--- src/rtl/id_ex_stage_pkg.sv ---
// Shared definitions for the ID/EX pipeline register: word width, ALU control
// codes, MIPS opcode/funct constants and the two decode lookup functions.
package id_ex_stage_pkg;

  localparam int WORD_W = 32;

  typedef enum logic [3:0] {
    ALU_ADD     = 4'b0000,
    ALU_SUB     = 4'b0001,
    ALU_AND     = 4'b0010,
    ALU_NOR     = 4'b0011,
    ALU_OR      = 4'b0100,
    ALU_XOR     = 4'b0101,
    ALU_SLL     = 4'b0110,
    ALU_SRL     = 4'b0111,
    ALU_SRA     = 4'b1000,
    ALU_SLT     = 4'b1001,
    ALU_SNE     = 4'b1010,
    ALU_ILLEGAL = 4'b1111
  } alu_ctr_e;

  localparam logic [5:0] OP_RTYPE = 6'b000000;
  localparam logic [5:0] OP_BEQ   = 6'b000100;
  localparam logic [5:0] OP_BNE   = 6'b000101;
  localparam logic [5:0] OP_ADDI  = 6'b001000;
  localparam logic [5:0] OP_ADDIU = 6'b001001;
  localparam logic [5:0] OP_SLTI  = 6'b001010;
  localparam logic [5:0] OP_ANDI  = 6'b001100;
  localparam logic [5:0] OP_ORI   = 6'b001101;
  localparam logic [5:0] OP_XORI  = 6'b001110;
  localparam logic [5:0] OP_LW    = 6'b100011;
  localparam logic [5:0] OP_SW    = 6'b101011;

  localparam logic [5:0] F_SLL  = 6'b000000;
  localparam logic [5:0] F_SRL  = 6'b000010;
  localparam logic [5:0] F_SRA  = 6'b000011;
  localparam logic [5:0] F_SLLV = 6'b000100;
  localparam logic [5:0] F_SRLV = 6'b000110;
  localparam logic [5:0] F_SRAV = 6'b000111;
  localparam logic [5:0] F_ADD  = 6'b100000;
  localparam logic [5:0] F_ADDU = 6'b100001;
  localparam logic [5:0] F_SUB  = 6'b100010;
  localparam logic [5:0] F_SUBU = 6'b100011;
  localparam logic [5:0] F_AND  = 6'b100100;
  localparam logic [5:0] F_OR   = 6'b100101;
  localparam logic [5:0] F_XOR  = 6'b100110;
  localparam logic [5:0] F_NOR  = 6'b100111;
  localparam logic [5:0] F_SLT  = 6'b101010;

  function automatic alu_ctr_e rtype_ctr(input logic [5:0] funct);
    case (funct)
      F_ADD, F_ADDU:  return ALU_ADD;
      F_SUB, F_SUBU:  return ALU_SUB;
      F_AND:          return ALU_AND;
      F_NOR:          return ALU_NOR;
      F_OR:           return ALU_OR;
      F_XOR:          return ALU_XOR;
      F_SLL, F_SLLV:  return ALU_SLL;
      F_SRL, F_SRLV:  return ALU_SRL;
      F_SRA, F_SRAV:  return ALU_SRA;
      F_SLT:          return ALU_SLT;
      default:        return ALU_ILLEGAL;
    endcase
  endfunction

  function automatic alu_ctr_e itype_ctr(input logic [5:0] opcode);
    case (opcode)
      OP_ADDI, OP_ADDIU, OP_LW, OP_SW: return ALU_ADD;
      OP_ANDI:                         return ALU_AND;
      OP_ORI:                          return ALU_OR;
      OP_XORI:                         return ALU_XOR;
      OP_SLTI:                         return ALU_SLT;
      OP_BEQ:                          return ALU_SUB;
      OP_BNE:                          return ALU_SNE;
      default:                         return ALU_ILLEGAL;
    endcase
  endfunction

endpackage

--- src/rtl/id_ex_stage_fwd_mux.sv ---
// Operand forwarding select: MEM result beats WB result beats register file;
// register 0 is never forwarded. fwd_en=0 always returns the register file data.
module fwd_mux
  import id_ex_stage_pkg::*;
(
  input  logic              fwd_en,
  input  logic [4:0]        src,
  input  logic [WORD_W-1:0] rf_data,
  input  logic              mem_regwrite,
  input  logic [4:0]        mem_dst,
  input  logic [WORD_W-1:0] mem_res,
  input  logic              wb_regwrite,
  input  logic [4:0]        wb_dst,
  input  logic [WORD_W-1:0] wb_res,
  output logic [WORD_W-1:0] operand
);

  always_comb begin
    // NOTE: assign a default before any branch so every path drives operand and no latch is inferred.
    operand = rf_data;
    if (fwd_en && (src != 5'd0)) begin
      if (mem_regwrite && (mem_dst == src)) begin
        operand = mem_res;
      end else if (wb_regwrite && (wb_dst == src)) begin
        operand = wb_res;
      end
    end
  end

endmodule

--- src/rtl/id_ex_stage.sv ---
// ID/EX pipeline register with decode to ALU control and operand selection.
// Define ID_EX_FORWARD_EN to enable MEM/WB forwarding into both operands.
module id_ex_stage
  import id_ex_stage_pkg::*;
(
  input  logic              clk,
  input  logic              rst,
  input  logic              stall,
  input  logic              flush,
  input  logic              in_valid,
  input  logic [5:0]        in_opcode,
  input  logic [5:0]        in_funct,
  input  logic [4:0]        in_shamt,
  input  logic [15:0]       in_imm,
  input  logic [4:0]        in_rs,
  input  logic [4:0]        in_rt,
  input  logic [4:0]        in_rd,
  input  logic [WORD_W-1:0] in_rd1,
  input  logic [WORD_W-1:0] in_rd2,
  input  logic              mem_regwrite,
  input  logic [4:0]        mem_dst,
  input  logic [WORD_W-1:0] mem_res,
  input  logic              wb_regwrite,
  input  logic [4:0]        wb_dst,
  input  logic [WORD_W-1:0] wb_res,
  output logic [WORD_W-1:0] SrcAE,
  output logic [WORD_W-1:0] SrcBE,
  output logic [3:0]        ALUctr,
  output logic              ex_valid,
  output logic              ex_regwrite,
  output logic [4:0]        ex_dst,
  output logic [WORD_W-1:0] ex_wdata,
  output logic              illegal
);

  logic fwd_en;
`ifdef ID_EX_FORWARD_EN
  assign fwd_en = 1'b1;
`else
  assign fwd_en = 1'b0;
`endif

  logic [WORD_W-1:0] rs_op, rt_op;

  fwd_mux u_fwd_a (
    .fwd_en, .src(in_rs), .rf_data(in_rd1),
    .mem_regwrite, .mem_dst, .mem_res,
    .wb_regwrite, .wb_dst, .wb_res,
    .operand(rs_op)
  );

  fwd_mux u_fwd_b (
    .fwd_en, .src(in_rt), .rf_data(in_rd2),
    .mem_regwrite, .mem_dst, .mem_res,
    .wb_regwrite, .wb_dst, .wb_res,
    .operand(rt_op)
  );

  alu_ctr_e          ctr;
  logic              is_rtype, is_branch, zero_ext;
  logic [WORD_W-1:0] imm_ext, nxt_a, nxt_b;
  logic [4:0]        nxt_dst;
  logic              nxt_we, nxt_ill;

  always_comb begin
    is_rtype  = (in_opcode == OP_RTYPE);
    is_branch = (in_opcode == OP_BEQ) || (in_opcode == OP_BNE);
    zero_ext  = (in_opcode inside {OP_ANDI, OP_ORI, OP_XORI});
    imm_ext   = zero_ext ? {{(WORD_W-16){1'b0}}, in_imm}
                         : {{(WORD_W-16){in_imm[15]}}, in_imm};
    ctr       = is_rtype ? rtype_ctr(in_funct) : itype_ctr(in_opcode);
    nxt_a     = rs_op;
    nxt_b     = rt_op;
    nxt_dst   = 5'd0;
    nxt_we    = 1'b0;
    nxt_ill   = 1'b0;
    if (ctr == ALU_ILLEGAL) begin
      nxt_ill = 1'b1;
    end else if (is_rtype) begin
      // Constant shifts carry the amount in SrcAE; variable shifts use rs.
      if (in_funct inside {F_SLL, F_SRL, F_SRA}) nxt_a = {{(WORD_W-5){1'b0}}, in_shamt};
      nxt_dst = in_rd;
      nxt_we  = 1'b1;
    end else begin
      if (!is_branch) nxt_b = imm_ext;
      if (!is_branch && (in_opcode != OP_SW)) begin
        nxt_dst = in_rt;
        nxt_we  = 1'b1;
      end
    end
  end

  always_ff @(posedge clk or posedge rst) begin
    // NOTE: sequential state uses non-blocking assignments so every register samples pre-edge values.
    if (rst) begin
      SrcAE       <= '0;
      SrcBE       <= '0;
      ALUctr      <= ALU_ADD;
      ex_valid    <= 1'b0;
      ex_regwrite <= 1'b0;
      ex_dst      <= 5'd0;
      ex_wdata    <= '0;
      illegal     <= 1'b0;
    end else if (flush || (!stall && !in_valid)) begin
      SrcAE       <= '0;
      SrcBE       <= '0;
      ALUctr      <= ALU_ADD;
      ex_valid    <= 1'b0;
      ex_regwrite <= 1'b0;
      ex_dst      <= 5'd0;
      ex_wdata    <= '0;
      illegal     <= 1'b0;
    end else if (!stall) begin
      SrcAE       <= nxt_a;
      SrcBE       <= nxt_b;
      ALUctr      <= ctr;
      ex_valid    <= 1'b1;
      ex_regwrite <= nxt_we;
      ex_dst      <= nxt_dst;
      ex_wdata    <= rt_op;
      illegal     <= nxt_ill;
    end
  end

endmodule
--- config.mk ---
export PLATFORM = sky130hd
export DESIGN_NAME = id_ex_stage
export DESIGN_NICKNAME = d
export VERILOG_FILES = /design/src/rtl/id_ex_stage_pkg.sv /design/src/rtl/id_ex_stage_fwd_mux.sv /design/src/rtl/id_ex_stage.sv
export SDC_FILE = /design/constraint.sdc
export NUM_CORES = 1
export LEC_CHECK = 0
export BUFFER_PORTS_ARGS = -buffer_cell sky130_fd_sc_hd__buf_4
export CAP_MARGIN = 20
export CORE_MARGIN = 2
export CORE_UTILIZATION = 52
export CTS_BUF_LIST = sky130_fd_sc_hd__clkbuf_16
export DETAILED_ROUTE_END_ITERATION = 8
export PLACE_DENSITY = 0.88
export SLEW_MARGIN = 20
export SYNTH_ARGS = -nofsm -noshare
export SYNTH_HDL_FRONTEND = slang
export SYNTH_HIERARCHICAL = 1
export SYNTH_SLANG_ARGS = --single-unit
export TNS_END_PERCENT = 5
--- constraint.sdc ---
create_clock -name clk -period 5.08 [get_ports clk]
set_input_delay 0.508 -clock clk [delete_from_list [all_inputs] [get_ports clk]]
set_output_delay 0.508 -clock clk [all_outputs]
set_load 0.01 [all_outputs]
==> impl_metrics.csv, run 1 <==
group,metric,value,unit
floorplanning,rows,41,
worst_setup_path,crit_buf_inv,1,
worst_setup_path,end_kind,"flop",
cells_and_area,final_common_cell,"buf_4",
drt,vias,6878,
worst_setup_path,critPathMostFrequentCell,"or3_1",
cts,clock_sink_count,108,
timing,max_freq,325,MHz
worst_setup_path,slowest_stage,"or4b_1",
drt,wl_met1,8830,um
synthesis,post_synth.cell_area_avg,10.2,um^2
cts,cts_resized,0,
synthesis,yosys_warnings,6,
drt,wl_met2,12200,um
cts,cts-hold-fix-buffers,0,
drt,drc,0,
job,maxCapViolations,0,
cells_and_area,fill_cells,929,
cts,cts_made_buffers,9,
floorplanning,ios,301,
drt,postRouteAntennaNets,0,
cells_and_area,diodes,0,
synthesis,ys_seq_elements,108,
outcome,violations,"max-slew violations",
power,total_power,2150,uW
worst_setup_path,reg2reg_to,"SrcAE[4]$_DFFE_PP0P_",
grt,grt_max_degree,103,
cts,clock_latency,0.36,ns
grt,grt_pass1_vias,6588,
outcome,status,"finished, violations left",
synthesis,async_flop_share,100,%
drt,topRoutingLayerUsed,"met4",
floorplanning,start_util,52.8,%
power,power.density,234,mW/mm^2
grt,overflow,0,
synthesis,synth_edf_count,0,
timing,setup_viol,0,
worst_setup_path,crit_arrival,3.34,ns
synthesis,synthTopCellsByArea,"dfrtp_1 (41%), a2bb2oi_2 (14%), o22ai_1 (6.1%)",
drt,wire_per_inst,22.7,um
place,place_congestion,0.920,
timing,clock_skew,0,ns
place,post_dp_cell_area,0.00887,mm^2
place,port_buffers,300,
drt,drt_wl_total,24500,um
cts,cts_tree,"done",
floorplanning,die_w,117,um
worst_setup_path,regToRegSetupSlack,4.17,ns
cts,cts.htree.levels,3,
floorplanning,core-area,0.0125,mm^2
cells_and_area,layout-drive-gt1-share,44.3,%
worst_setup_path,rr_worst_depth,2,
cts,cts-root-buf,"clkbuf_16",
grt,grt_pass1_wl,35800,um
cells_and_area,layout.nets,1099,
worst_setup_path,timing.rr.start,"SrcAE[4]$_DFFE_PP0P_",
worst_hold_path,hp-class,"primary input to asynchronous set/reset pin",
worst_setup_path,cpLargestDelayFamily,"simple AND/OR/NAND/NOR gates",
power,leakagePower,0.00439,uW
synthesis,synth_cells,649,
timing,worst_slew_pin_slew,2.06,ns
cts,post_cts_buffers,0,
drt,routed-wl-met3,2260,um
worst_setup_path,start_kind,"primary input",
synthesis,yosysTopAreaCell,"dfrtp_1",
timing,finalSetupTns,0,ns
cells_and_area,mostFrequentLayoutCells,"buf_4 (309), dfrtp_1 (108), nand2_1 (91)",
timing,slew_violations,101,
synthesis,synth_ff_type,"dfrtp_1",
grt,antenna_found_initial,0,
cells_and_area,design_area,0.00917,mm^2
timing,period_minus_slack,3.07,ns
place,dp_hpwl,17700,um
worst_setup_path,cp_max_fo,18,
timing,finalHoldViolCount,0,
place,dpl.cell_count,1064,
worst_setup_path,crit_type,"primary input to flop",
timing,max_slew_margin,-37.3,%
cts,cts.path.max_buffers,2,
synthesis,synth_top_area_share,40.9,%
worst_setup_path,required,5.35,ns
cells_and_area,area_growth,38.7,%
power,irDropWorstVdd,147,uV
synthesis,ys_seq_area_share,40.9,%
worst_setup_path,worstPathCellList,"buf_4 > or3_1 > or3_1 > a311oi_2 > or4b_1 > o2111ai_4 > o211ai_1",
floorplanning,dieArea,0.0136,mm^2
drt,viasPerCell,6.37,
synthesis,netlist_area,0.00661,mm^2
grt,gr-usage-all-layers,34.8,%
cells_and_area,final_util,73.3,%
drt,dr.pass1.iters,6,
cells_and_area,fin_cells,1080,
floorplanning,die_h,117,um
timing,grt_setup_unrepaired,"false",
synthesis,synthDistinctLibCells,58,
timing,fin_crit_sh,60.5,%
drt,drt-initial-drc-count,651,
cts,cts.clk_slew.worst_paths,0.07,ns
worst_setup_path,slowest_delay,0.69,ns
[cell type report]
cell class / instances / area (um^2) / share of cell area (%)
clock buffers: 9 / 225 / 2.45
clock inverters: 7 / 75.1 / 0.818
inverters: 6 / 25.0 / 0.273
multi-input cells: 469 / 3610 / 39.4
flip-flops and latches: 108 / 2700 / 29.5
well taps: 172 / 215 / 2.35
repair buffers: 309 / 2320 / 25.3
[stage by stage]
step | setup slack (ns) | hold WS, ns
floorplan | 1.73 | 0.514
detailed placement | 1.47 | 0.467
finish | 2.01 | 0.283
global placement | 1.58 | 0.462
CTS | 1.85 | 0.323
global route | 1.87 | 0.350
[state kept, by name (all words and copies together) (netlist names)]
name	count
SrcBE	32
ALUctr	4
SrcAE	32
ex_regwrite	1
ex_valid	1
illegal	1
ex_dst	5
ex_wdata	32
[how the worst max path moves through the flow]
stage	to	startpoint	cells after the start
after CTS	SrcAE[4]$_DFFE_PP0P_	in_opcode[0]	8
after global routing	SrcBE[30]$_DFFE_PP0P_	in_opcode[0]	7
after global placement	SrcAE[3]$_DFFE_PP0P_	in_opcode[0]	8
after floorplan	ALUctr[0]$_DFFE_PP0P_	rst	1
after detailed placement	SrcAE[4]$_DFFE_PP0P_	in_opcode[0]	8
final	SrcBE[17]$_DFFE_PP0P_	in_opcode[0]	7
[power by group]
group | internal [uW] | total, uW | leakage [uW] | switching (uW)
clock | 385 | 722 | 0.000144 | 336
sequential | 898 | 926 | 0.00147 | 27.5
combinational | 248 | 501 | 0.00277 | 253
[cells in the mapped netlist, drive strengths merged (2+ instances only)]
library cell	n
xnor2	11
nand4	18
a21boi	3
o22ai	64
nor3	6
o21ai	11
a2bb2oi	69
nor2b	5
nand3b	2
nor2	8
nand2	91
ha	3
inv	6
o211ai	16
nor4	4
and2	4
dfrtp	108
or3	5
buf	25
nand2b	4
nand3	34
xor2	10
a22o	44
or2	2
a221o	5
clkbuf	42
o21a	3
o311ai	3
a21oi	8
a32oi	16
or4	2
[routing by layer]
layer | vias to the layer above | track usage, %
li1 | 3024 | -
met1 | 3345 | 41.2
met2 | 430 | 58.9
met3 | 79 | 7.21
met4 | 0 | 19.8
met5 | - | 0
[kinds of logic (layout without fill, tap and decap cells)]
family / count (synthesis) / after routing / share of synthesized area [%]
XOR/XNOR: 21 / 21 / 2.78
AND/OR/NAND/NOR: 190 / 190 / 14.2
AO/OA/AOI/OAI: 252 / 252 / 36.1
flip-flops: 108 / 108 / 40.9
multiplexers: 1 / 1 / 0.151
other: 1 / 2 / 0.0567
adder cells (fa/ha/maj): 3 / 3 / 0.568
buffers and inverters: 73 / 331 / 5.28
(Power assumes the default switching activity.)
==> run 2, diff against run 1 <==
Settings changed: CORE_UTILIZATION 52 to 43, PLACE_DENSITY 0.88 to 0.78.
Clock period 5.08 ns to 2.57 ns, I/O delays scaled along.
==> run 2 against run 1 <==
Compared with the run above: the run still ends with max-slew violations left; flip-flop and latch count unchanged; routed wire length increased by 0.10%; clock-buffer cell count unchanged; combinational power increased by 110%.
==> impl_metrics.csv, run 2 (synthesis gave the netlist of run 1 again) <==
group,metric,value,unit
worst_setup_path,crit_buf_inv,3,
place,port_buffers,300,
floorplanning,dieArea,0.0164,mm^2
worst_setup_path,slowest_delay,0.43,ns
job,maxCapViolations,0,
worst_setup_path,cpLargestDelayFamily,"simple AND/OR/NAND/NOR gates",
worst_hold_path,hp-class,"primary input to asynchronous set/reset pin",
place,dpl.cell_count,1099,
cts,cts-root-buf,"clkbuf_16",
timing,max_slew_margin,-45.3,%
worst_setup_path,start_kind,"primary input",
timing,max_freq,451,MHz
timing,finalSetupTns,0,ns
drt,wire_per_inst,22.0,um
outcome,status,"finished, violations left",
timing,fin_crit_sh,86.3,%
cts,cts_made_buffers,9,
worst_setup_path,slowest_stage,"or3_1",
grt,top_usage_layer,"met2",
cells_and_area,area_growth,41.4,%
place,dp_hpwl,17800,um
timing,hold-worst-slack,0.00808,ns
grt,grt_pass1_wl,36700,um
cells_and_area,final_common_cell,"buf_4",
floorplanning,start_util,43.8,%
place,post_dp_cell_area,0.00907,mm^2
grt,gr-usage-all-layers,29.3,%
worst_setup_path,end_kind,"flop",
cts,cts_tree,"done",
place,place_congestion,0.836,
cells_and_area,mostFrequentLayoutCells,"buf_4 (325), dfrtp_1 (108), nand2_1 (91)",
cells_and_area,fill_cells,1318,
power,power.density,445,mW/mm^2
outcome,violations,"max-slew violations",
grt,grtUsageMet2,51.3,%
cells_and_area,layout.nets,1118,
grt,grt_pass1_vias,6655,
timing,worst_slew_pin_slew,2.18,ns
grt,antenna_found_initial,0,
grt,grt_max_degree,58,
worst_setup_path,crit_type,"primary input to flop",
cts,clock_sink_count,108,
cts,cts-hold-fix-buffers,0,
floorplanning,die_w,128,um
floorplanning,ios,301,
drt,drt-initial-drc-count,475,
grt,overflow,0,
drt,postRouteAntennaNets,0,
worst_setup_path,cp_max_fo,21,
cts,cts_resized,0,
worst_setup_path,worstPathCellList,"buf_4 > or3_1 > or3_1 > a311oi_2 > nor4b_4 > buf_4 > nor2_2 > buf_12 > o211ai_1",
cells_and_area,layout-drive-gt1-share,45.2,%
power,irDropWorstVdd,295,uV
floorplanning,core-area,0.0151,mm^2
timing,period_minus_slack,2.22,ns
drt,viasPerCell,6.09,
drt,vias,6790,
timing,setup_viol,0,
drt,dr.pass1.iters,5,
cells_and_area,design_area,0.00935,mm^2
cells_and_area,reg.largest.list,"SrcAE (32), SrcBE (32), ex_wdata (32)",
cells_and_area,fin_cells,1115,
cts,cts.htree.levels,3,
timing,finalHoldViolCount,0,
floorplanning,die_h,128,um
timing,slew_violations,134,
cts,post_cts_buffers,0,
grt,gr-usage-met3,6.84,%
cts,cts.clk_slew.worst_paths,0.08,ns
power,leakagePower,0.00448,uW
timing,clock_skew,0,ns
worst_setup_path,crit_arrival,2.41,ns
cells_and_area,diodes,0,
grt,gr-usage-met1,34.8,%
drt,drt_wl_total,24600,um
cts,cts.path.max_buffers,2,
floorplanning,rows,45,
cts,clock_latency,0.35,ns
worst_setup_path,required,2.77,ns
drt,drc,0,
timing,grt_setup_unrepaired,"false",
## run 2: cell types whose count changed in the layout (fill, tap and decap cells not counted), sizes merged
cell    before  now
inv          9    8
buf        309  328
bufinv       1    0
clkinv       1    3
## run 2: cell type report
type | instances | area, um^2 | share of cell area (%)
Multi-Input combinational cell | 469 | 3610 | 38.6
Sequential cell | 108 | 2700 | 28.9
Timing Repair Buffer | 328 | 2500 | 26.7
Tap cell | 188 | 235 | 2.52
Clock buffer | 9 | 225 | 2.41
Clock inverter | 7 | 50.0 | 0.535
Inverter | 6 | 26.3 | 0.281
## run 2: power by group
group | leakage [uW] | internal [uW] | switching (uW) | total [uW]
Combinational | 0.00287 | 516 | 512 | 1030
Sequential | 0.00147 | 1780 | 48.4 | 1820
Clock | 0.000135 | 662 | 650 | 1310
## run 2: path summary, 6_finish.rpt
path / start / end / slack [ns] / cells after the start
min in group clk: flush / ex_valid$_DFFE_PP0P_ / 0.12 / 2
max reg2reg: SrcAE[4]$_DFFE_PP0P_ / SrcAE[4]$_DFFE_PP0P_ / 1.68 / 2
max in group asynchronous: rst / SrcAE[19]$_DFFE_PP0P_ / 1.79 / 3
max: in_opcode[0] / SrcBE[22]$_DFFE_PP0P_ / 0.35 / 9
min: rst / ex_wdata[29]$_DFFE_PP0P_ / 0.008 / 2
min reg2reg: ex_wdata[16]$_DFFE_PP0P_ / ex_wdata[16]$_DFFE_PP0P_ / 0.48 / 2
## run 2: per-layer routing
layer	share of wire, %	vias up	wire length, um
li1	-	3053	-
met1	38	3316	9320
met2	50	372	12300
met3	9.3	49	2280
met4	2.9	0	707
met5	0	-	0
## run 2: through the flow
step | power (uW) | setup WS [ns] | util [%]
3_5_place_dp | 2860 | 0.00388 | 60.1
3_3_place_gp | 2840 | 0.0429 | 60.1
2_1_floorplan | 2320 | 0.153 | -
5_1_grt | 4350 | 0.242 | 62.0
6_report | 4160 | 0.352 | 62.0
4_1_cts | 4170 | 0.379 | 62.0
==> run 3, diff against run 2 <==
Settings changed: HOLD_SLACK_MARGIN from default to 0.15.
==> run 3 against run 2 <==
Compared with the run above: critical path depth is the same; cell count up 1.4%; hold slack better by 0.15 ns; core utilization up 1.1 points; critical path type unchanged; largest power group unchanged; global-route usage up 0.30 points; the run still ends with max-slew violations left; non-clock buffer count increased by 16.
==> impl_metrics.csv, run 3 (synthesis gave the netlist of run 1 again) <==
group,metric,value,unit
drt,postRouteAntennaNets,0,
cts,cts-hold-fix-buffers,16,
worst_setup_path,required,2.77,ns
timing,max_slew_margin,-45.0,%
worst_setup_path,cpLargestDelayFamily,"simple AND/OR/NAND/NOR gates",
cts,post_cts_buffers,0,
drt,drt_wl_total,24700,um
grt,antenna_found_initial,0,
cells_and_area,area_growth,43.8,%
worst_setup_path,start_kind,"primary input",
grt,grt_pass1_vias,6759,
cts,cts_tree,"done",
cts,cts-root-buf,"clkbuf_16",
worst_setup_path,crit_buf_inv,3,
grt,gr-usage-all-layers,29.6,%
cells_and_area,final_util,63.0,%
place,place_congestion,0.836,
drt,drt-initial-drc-count,477,
worst_setup_path,end_kind,"flop",
grt,grt_pass1_wl,37100,um
cts,clock_latency,0.35,ns
power,irDropWorstVdd,295,uV
outcome,status,"finished, violations left",
floorplanning,core-area,0.0151,mm^2
grt,overflow,0,
worst_setup_path,cp_max_fo,21,
power,leakagePower,0.00455,uW
worst_setup_path,crit_type,"primary input to flop",
cts,cts.clk_slew.worst_paths,0.07,ns
cts,cts_resized,0,
worst_setup_path,timing.rr.start,"SrcAE[4]$_DFFE_PP0P_",
drt,drc,0,
timing,max_freq,451,MHz
floorplanning,die_w,128,um
floorplanning,die_h,128,um
worst_setup_path,regToRegSetupSlack,1.68,ns
cts,cts_made_buffers,9,
worst_setup_path,slowest_delay,0.43,ns
timing,finalHoldViolCount,0,
timing,setup_viol,0,
floorplanning,dieArea,0.0164,mm^2
power,power.density,440,mW/mm^2
grt,grt_max_degree,58,
cells_and_area,layout.nets,1134,
timing,period_minus_slack,2.22,ns
drt,viasPerCell,6.03,
worst_hold_path,holdPathStages,3,
worst_hold_path,hp-start,"in_imm[0]",
cells_and_area,mostFrequentLayoutCells,"buf_4 (325), dfrtp_1 (108), nand2_1 (91)",
worst_setup_path,reg2reg_to,"SrcAE[4]$_DFFE_PP0P_",
cells_and_area,final_common_cell,"buf_4",
place,dp_hpwl,17800,um
place,port_buffers,300,
job,maxCapViolations,0,
floorplanning,ios,301,
floorplanning,start_util,43.8,%
timing,slew_violations,134,
worst_setup_path,worstPathCellList,"buf_4 > or3_1 > or3_1 > a311oi_2 > nor4b_4 > buf_4 > nor2_2 > buf_12 > o211ai_1",
worst_setup_path,startpoint,"in_opcode[0]",
cells_and_area,design_area,0.00951,mm^2
drt,dr.pass1.iters,5,
worst_setup_path,crit_cells,9,
timing,grt_setup_unrepaired,"false",
timing,worst_slew_pin_slew,2.18,ns
worst_setup_path,rr_worst_depth,2,
cells_and_area,diodes,0,
cells_and_area,reg.largest.list,"SrcAE (32), SrcBE (32), ex_wdata (32)",
timing,finalSetupTns,0,ns
drt,vias,6817,
worst_setup_path,slowest_stage,"or3_1",
place,post_dp_cell_area,0.00907,mm^2
cts,clock_sink_count,108,
drt,wire_per_inst,21.9,um
worst_hold_path,hp-class,"primary input to flop",
cts,cts.htree.levels,3,
floorplanning,rows,45,
cts,cts.path.max_buffers,2,
worst_hold_path,hold_end,"SrcBE[0]$_DFFE_PP0P_",
timing,fin_crit_sh,86.2,%
worst_setup_path,crit_arrival,2.41,ns
cells_and_area,layout-drive-gt1-share,44.4,%
outcome,violations,"max-slew violations",
timing,clock_skew,0,ns
==> run 3: worst max path at each step <==
stage,endpoint,slack (ns)
final,SrcBE[22]$_DFFE_PP0P_,0.35
after detailed placement,SrcBE[18]$_DFFE_PP0P_,0.004
after global routing,SrcBE[18]$_DFFE_PP0P_,0.24
after CTS,SrcBE[22]$_DFFE_PP0P_,0.38
after floorplan,SrcAE[0]$_DFFE_PP0P_,0.15
after global placement,SrcBE[16]$_DFFE_PP0P_,0.04
==> run 3: power breakdown <==
part / internal, uW / switching, uW
Combinational: 532 / 515
Sequential: 1780 / 48.5
Clock: 662 / 653
Total: 2970 / 1220
==> run 3: worst min-delay path: cells and delay by family <==
| kind | cells | cell delay, ns |
|---|---|---|
| AND/OR/NAND/NOR | 2 | 0.14 |
| buffers and inverters | 1 | 0.08 |
==> run 3: cell type report <==
class | count | area (um^2)
multi-input cells | 469 | 3610
repair buffers | 344 | 2660
fillers | 1295 | 5580
well taps | 188 | 235
inverters | 6 | 26.3
clock inverters | 7 | 50.0
flip-flops and latches | 108 | 2700
clock buffers | 9 | 225
==> run 3: metal layers <==
layer | vias to the layer above | part of all wire, % | GRT usage [%]
met5 | - | 0 | 0
met4 | 0 | 3.2 | 12.0
met3 | 51 | 8.7 | 6.72
met2 | 367 | 50 | 52.1
met1 | 3308 | 38 | 35.0
li1 | 3091 | - | -
==> run 3: stage by stage <==
step                      power (uW)  hold slack (ns)  std cells  setup slack (ns)
after global routing            4370            0.163       1131             0.242
final                           4190            0.161       1131             0.354
after CTS                       4190            0.152       1131             0.379
after global placement          2840            0.394       1099            0.0429
after floorplan                 2320            0.320        650             0.153
after detailed placement        2860            0.401       1099           0.00388
